### config.mk
export PLATFORM = sky130hd
export DESIGN_NAME = sram_lfsr32
export DESIGN_NICKNAME = d
export VERILOG_FILES = /design/src/rtl/sram_model_pkg.sv /design/src/rtl/sram_lfsr32.sv
export SDC_FILE = /design/constraint.sdc
export NUM_CORES = 1
export LEC_CHECK = 0
export ABC_AREA = 1
export CORE_AREA = 3 3 49 51
export CTS_BUF_LIST = sky130_fd_sc_hd__clkbuf_4
export DETAILED_ROUTE_END_ITERATION = 12
export DIE_AREA = 0 0 52 54
export DONT_BUFFER_PORTS = 1
export PLACE_DENSITY_LB_ADDON = 0.3
export SYNTH_ARGS = -nofsm -noshare
export SYNTH_HDL_FRONTEND = slang
export SYNTH_SLANG_ARGS = --single-unit
export TNS_END_PERCENT = 20
### constraint.sdc
create_clock -name clk -period 1 [get_ports clk]
set_input_delay 0.2 -clock clk [delete_from_list [all_inputs] [get_ports clk]]
set_output_delay 0.2 -clock clk [all_outputs]
set_load 0.03 [all_outputs]
### src/rtl/sram_model_pkg.sv
// Shared definitions for the single-port SRAM behavioural models.
//   state_e     : controller state (clear sequence, then normal operation)
//   LFSR_W/MASK : garbage-generator width and Galois feedback mask
//   lane_merge  : per-bit merge of old and new word data
package sram_model_pkg;

  typedef enum logic {
    ST_CLEAR = 1'b0,
    ST_RUN   = 1'b1
  } state_e;

  localparam int              LFSR_W    = 32;
  // x^32 + x^22 + x^2 + x + 1
  localparam logic [LFSR_W-1:0] LFSR_MASK = 32'h8020_0003;

  // Widest word the merge helper supports; callers zero-extend into it
  // and truncate the result back to their own width.
  localparam int MERGE_MAX_W = 1024;

  // bit_we[k]=1 takes new_data[k], otherwise old_data[k] is kept.
  function automatic logic [MERGE_MAX_W-1:0] lane_merge(
    input logic [MERGE_MAX_W-1:0] old_data,
    input logic [MERGE_MAX_W-1:0] new_data,
    input logic [MERGE_MAX_W-1:0] bit_we
  );
    return (old_data & ~bit_we) | (new_data & bit_we);
  endfunction

endpackage

### src/rtl/sram_lfsr32.sv
// Free-running 32-bit Galois LFSR, seedable, with its state replicated
// (or truncated) onto an output of arbitrary width.
//   clk    : clock, advances every posedge out of reset
//   rst_n  : asynchronous active-low reset, loads SEED
//   data_o : OUT_W bits, data_o[k] = state[k mod 32]
module sram_lfsr32
  import sram_model_pkg::*;
#(
  parameter int                OUT_W = 32,
  parameter logic [LFSR_W-1:0] SEED  = 32'hACE1_2024
) (
  input  logic             clk,
  input  logic             rst_n,
  output logic [OUT_W-1:0] data_o
);

  logic [LFSR_W-1:0] lfsr_q;
  logic [LFSR_W-1:0] lfsr_d;

  // Right-shifting Galois form: the bit shifted out decides whether the
  // feedback mask is applied.
  always_comb begin
    lfsr_d = lfsr_q >> 1;
    if (lfsr_q[0]) begin
      lfsr_d = lfsr_d ^ LFSR_MASK;
    end
  end

  // NOTE: sequential state uses non-blocking assignments so every register
  // samples the pre-edge values regardless of process ordering.
  always_ff @(posedge clk or negedge rst_n) begin
    if (!rst_n) begin
      lfsr_q <= SEED;
    end else begin
      lfsr_q <= lfsr_d;
    end
  end

  for (genvar k = 0; k < OUT_W; k++) begin : g_rep
    assign data_o[k] = lfsr_q[k % LFSR_W];
  end

endmodule

Yosys cells after proc, flatten, opt, wreduce, memory -nomap -nowiden. Index checks and enable logic that the tools add are counted. W data, S select, Z words.

Flip-flop bits (word level): 32. Output and inout port bits: 32. Input bits: 2. Word-level logic and storage cells: 3.

Multiplexer cells: 1. Bitwise logic cells: 1.

Operators by type and width (number): $mux W32 (1); $not A3 Y4 (1).

Depth between registers and ports, before layout. Gate-level depths: netlist (run 1).

Word-level depth: 2. Gate-level depth with buffers: 3. Gate-level depth less buffers: 3.

Worst setup path before layout (run 1). OpenSTA, ideal clock, no wires.

Kind: register to register. Start: reg lfsr_q[2], in the netlist data_o[2]. End: reg lfsr_q[1], in the netlist data_o[1]. Path buffers: 0. Slack: 0.134 ns. Data required time: 0.883 ns. Cell stages (with the launch flop): 4. Period minus slack after synthesis: 0.866 ns. Data arrival time: 0.749 ns. Library setup time: 0.117 ns. Cells stage by stage: dfstp_2 inv_1 nand2_1 nand2_1.

Longest elaborated chain between the ends: 2.

RTL lines: from (decl) (RTL line sram_lfsr32.sv:17) `logic [LFSR_W-1:0] lfsr_q;`; from (signal assigned) (RTL line sram_lfsr32.sv:35) `lfsr_q <= lfsr_d;`; $not A3 Y4 (no line); $mux W32 (*) (RTL line sram_lfsr32.sv:24) `if (lfsr_q[0]) begin`; named net lfsr_d[1] (RTL line sram_lfsr32.sv:18) `logic [LFSR_W-1:0] lfsr_d;`.

Mark *: on every way through the listed nets, which the timed path passes. The rest lies on a longest branch.

Final worst setup path (run 1).
Start: reg lfsr_q[22], in the netlist data_o[22]. End: out data_o[22].

RTL lines: to (decl) (RTL line sram_lfsr32.sv:14) `output logic [OUT_W-1:0] data_o`.

No word-level cell between the ends.

==> run metrics, run 1 <==
pin count of the biggest net entering global routing=33; initial antenna violation count=0; max_slew headroom=0.869; Syn Inst Count=74; startpoint types=register; Sequential Area=841 sq um; post-synth top area cell=dfrtp_1; drt first pass iters=2; sw frac=0.203; logic gate share of total power=0.017; CTS tree=built; total core area=about 2000 sq um; clock share of power=0.334; fin nets=a little under 60; Netlist cell types=6; Filler cells=160; number of remaining DRC errors=0; max reg flops=32; placed instance area=between 900 and 1000 sq um; Overall Global Routing Usage=0.125; clk slew on worst S/H paths=roughly 0.090 ns; antenna-violating nets left=0; Synth Warn #=0; Netlist Area Pre-Place=1080 sq um; H-Tree Depth=2; Final Setup Violations=25; first-pass GRT wire length=between 2 and 2.5 mm; worst slew pin tran=roughly 0.2 ns; Placed Cells=73; die span in x=between 50 and 60 microns; Worst setup EP type=output pin; GRT overflow=0; RSZ-0062 raised after global routing=true; total die area=between 2000 and 3000 sq um; Slew Viols, Final=0; Avg Synthesized Cell Area=around 15 sq um; Yosys reg bits=32; n_diodes=0; period utilisation layout=1.17; hpwl dp=827 microns; minimum clock period=roughly 1.2 ns; share of the synthesized area in the top cell type=0.486; CP arrival=0.97 ns; root buffer selected by CTS=clkbuf_4; Pleak=around 0.00046 uW; Clock Path Buffers=2; cell-internal power=between 1500 and 2000 uW; Fin Setup TNS=-1.88 ns; Sequential Power Share=0.648; CP Class=reg -> out; Hold/Removal Path Class=in -> async; final number of hold-violating endpoints=0; Pwr Density=roughly 1900 nW/um^2; setup ws final=-0.171 ns; syn nets=76; area of the multi-input gates=around 34 sq um; Max IR drop VDD=roughly 0.0011 V; vias in the first global route=between 400 and 500; failing checks=setup timing; fraction of layout cells with a size suffix above 1=0.737; NetSw=around 400 uW; number of top-level pins=34; max frequency=854 MHz; Starting Density=0.545; Seq/Total Area, Yosys=0.753; status=finished with violations; RePlAce Congestion=around 0.68; Rows=16; critical-path maximum fanout=3; drt initial violations=6; PortBufs=0; post-detailed-route wirelength per cell=roughly 16 microns; area delta synth->final=-4.40%; ranking of synthesized cells by area=dfrtp_1 (49%), dfstp_2 (27%), buf_4 (20%); DR vias=approximately 380; TritonCTS buffer count=5; CP required=about 0.80 ns; Fin Clk Skew=0.0104 ns; non-filler cells, final=84; post-route cell area=between 1000 and 1500 sq um; MaxCap Viol Count=0; Detailed Route WL=between 1 and 1.5 mm; Chip Height=54 microns; Skew-Pair Late Insertion Delay=~0.32 ns; vias per cell=4.51; clk sinks=32
## layout make-up
cell class,instances,share of cell area
well taps,27,0.0327
multi-input cells,9,0.0327
flip-flops and latches,32,0.814
clock buffers,6,0.0436
inverters,4,0.0145
clock inverters,2,0.00726
repair buffers,4,0.0557
## cells in the mapped netlist
cell and count:
buf_4 29, dfrtp_1 21, dfstp_2 11, inv_1 3, inv_2 1, nand2_1 9
## metal layers
layer | GRT usage | part of all wire | up-vias
li1 | - | - | 155
met1 | 0.121 | 0.36 | 186
met2 | 0.161 | 0.43 | 31
met3 | 0.0970 | 0.17 | 7
met4 | 0.131 | 0.043 | 0
met5 | 0 | 0 | -
## what timing repair did
item | CTS | global route
gates resized for setup | 21 | 0
setup endpoints to repair | 32 | 32
hold buffers | 2 | 0
buffers inserted | 1 | 0
hold endpoints to repair | 32 | 0
## power groups by stage
stage                     sequential, uW  combinational [uW]  clock, uW
after floorplan                     1320            0.000185          0
after global placement              1320           0.0000344          0
after detailed placement            1320           0.0000344          0
after CTS                           1290                36.3        705
after global routing                1300                39.6        768
final                               1290                34.2        668
## per-stage QoR
step / setup WS (ns) / power (uW) / utilization / hold WS, ns
after floorplan: 0.134 / 1320 / - / -0.0956
after global placement: 0.120 / 1320 / 0.463 / -0.0950
after detailed placement: 0.103 / 1320 / 0.463 / -0.0948
after CTS: -0.195 / 2040 / 0.521 / 0.290
after global routing: -0.225 / 2100 / 0.521 / 0.297
final: -0.171 / 2000 / 0.521 / 0.309
## cell usage in the layout (no fill, tap or decap)
| cell | instances |
|---|---|
| dlygate4sd3_1 | 1 |
| nand2_1 | 9 |
| dfstp_2 | 11 |
| inv_2 | 1 |
| buf_4 | 1 |
| buf_12 | 2 |
| clkbuf_4 | 6 |
| inv_1 | 3 |
| clkinv_1 | 2 |
| dfrtp_2 | 21 |
## kinds of logic (layout without fill, tap and decap cells)
group                  Yosys count  in the layout  share of synthesized area
buffers and inverters           33             16                      0.215
AND/OR/NAND/NOR                  9              9                     0.0312
flip-flops                      32             32                      0.753
## path summary, 6_finish.rpt
check	slack, ns	endpoint	cells past startpoint	start
max	-0.17	data_o[22]	0	data_o[22]
max in group asynchronous	0.45	data_o[13]	2	rst_n
max reg2reg	0.10	data_o[1]	3	data_o[2]
min reg2reg	0.44	data_o[22]	0	data_o[23]
min	0.31	data_o[9]	2	rst_n
min in group clk	0.44	data_o[22]	0	data_o[23]
Note: power is estimated with default switching activity, not from simulation.
==> run 2: changes to the inputs <==
CTS_BUF_LIST = default   (was sky130_fd_sc_hd__clkbuf_4)
RECOVER_POWER = 100   (was default)
==> run metrics, run 2 (synthesized netlist as in run 1, its figures left out) <==
status=finished with violations; failing checks=setup timing; worst slew pin tran=0.724 ns (+0.527 ns); MaxCap Viol Count=0 (unchanged); Starting Density=0.545 (unchanged); Worst setup EP type=output pin; pin count of the biggest net entering global routing=33 (unchanged); PortBufs=0 (unchanged); RePlAce Congestion=0.678 (unchanged); n_diodes=0 (unchanged); drt first pass iters=2 (unchanged); number of remaining DRC errors=0 (unchanged); max frequency=854 MHz (about the same); post-detailed-route wirelength per cell=15.9 microns (+1.4%); Overall Global Routing Usage=0.124 (-0.00112); startpoint types=register; Fin Clk Skew=0.0111 ns (+0.000706 ns); root buffer selected by CTS=clkbuf_4; antenna-violating nets left=0 (unchanged); RSZ-0062 raised after global routing=true; minimum clock period=1.17 ns (-0.000440 ns); TritonCTS buffer count=5 (unchanged); Pleak=0.000475 uW (+4.1%); Clock Path Buffers=2 (unchanged); period utilisation layout=1.17 (about the same); critical-path maximum fanout=3 (unchanged); Max IR drop VDD=0.00101 V (-5.1%); final number of hold-violating endpoints=0 (unchanged); total die area=2810 sq um (unchanged); fraction of layout cells with a size suffix above 1=0.518 (-0.219); first-pass GRT wire length=2.21 mm (-0.59%); Fin Setup TNS=-2.28 ns (-0.400 ns); Post-CTS Setup Bufs=0 (-1); fin nets=57 (-1.7%); die span in x=52 microns (unchanged); commonest non-fill, non-tap cell in the layout=dfrtp_1; CP required=0.80 ns (about the same); Hold/Removal Path Class=reg -> reg; number of top-level pins=34 (unchanged); clk slew on worst S/H paths=0.09 ns (about the same); vias in the first global route=443 (-1.8%); CP arrival=0.97 ns (about the same); total core area=1980 sq um (unchanged); area delta synth->final=-6.48%; clk sinks=32 (unchanged); CTS tree=built; hpwl dp=827 microns (unchanged); most frequent cells in the layout=dfrtp_1 (13), dfstp_2 (11), nand2_1 (9); Rows=16 (unchanged); drt initial violations=5 (-1); max reg flops=32 (unchanged); vias per cell=4.45 (-1.5%); CP Class=reg -> out; non-filler cells, final=83 (-1.2%); Placed Cells=73 (unchanged); Slew Viols, Final=0 (unchanged); H-Tree Depth=2 (unchanged); setup ws final=-0.171 ns (+0.000440 ns); Detailed Route WL=1.32 mm (+0.15%); Pwr Density=2090 nW/um^2 (+8.2%); GRT overflow=0 (unchanged); max_slew headroom=0.518 (-0.351); Final Setup Violations=32 (+28%); DR vias=369 (-2.6%); initial antenna violation count=0 (unchanged); Chip Height=54 microns (unchanged); Skew-Pair Late Insertion Delay=0.32 ns (about the same)
[run 2: cell count changes in the layout (fill, tap and decap cells not counted), sizes merged]
cell and delta:
clkbuf +3, buf -2, clkinv -2
[run 2: stage by stage]
stage | hold slack [ns] | area (sq um) | setup slack, ns | total power, uW | utilization
2_1_floorplan | -0.0956 | 1080 | 0.134 | 1320 | -
3_3_place_gp | -0.0950 | 917 | 0.120 | 1320 | 0.463
3_5_place_dp | -0.0948 | 917 | 0.103 | 1320 | 0.463
4_1_cts | 0.299 | 1040 | -0.186 | 2160 | 0.526
5_1_grt | 0.452 | 1010 | -0.220 | 2220 | 0.510
6_report | 0.442 | 1010 | -0.171 | 2110 | 0.510
[run 2: final cells by class]
type | instances | area (sq um)
well taps | 27 | 33.8
multi-input cells | 9 | 33.8
repair buffers | 3 | 35.0
flip-flops and latches | 32 | 825
inverters | 4 | 15.0
fillers | 167 | 971
clock buffers | 8 | 68.8
[run 2: per-layer routing]
metal  vias to the layer above  global-route usage  wire, microns
li1                        152                   -              -
met1                       182               0.123            469
met2                        30               0.159            584
met3                         5              0.0997            223
met4                         0               0.118             41
met5                         -                   0              0
[run 2: final timing paths]
check	from	end	slack (ns)	depth (start not counted)
max reg2reg	data_o[2]	data_o[1]	0.10	3
min reg2reg	data_o[23]	data_o[22]	0.44	0
min in group asynchronous	rst_n	data_o[8]	0.47	2
max	data_o[22]	data_o[22]	-0.17	0
min	data_o[23]	data_o[22]	0.44	0
max in group asynchronous	rst_n	data_o[0]	0.02	2
[run 2: repair_timing]
action                                  4_1_cts  5_1_grt
hold endpoints to repair                     32        0
resized for setup                            21        0
hold buffers                                  2        0
endpoints found under the setup margin       32       32
[run 2: where the power goes]
group	switching, uW	leakage, uW	internal [uW]	total [uW]
Combinational	22.6	0.0000427	3.85	26.4
Sequential	0	0.000394	1300	1300
Clock	378	0.0000386	413	792
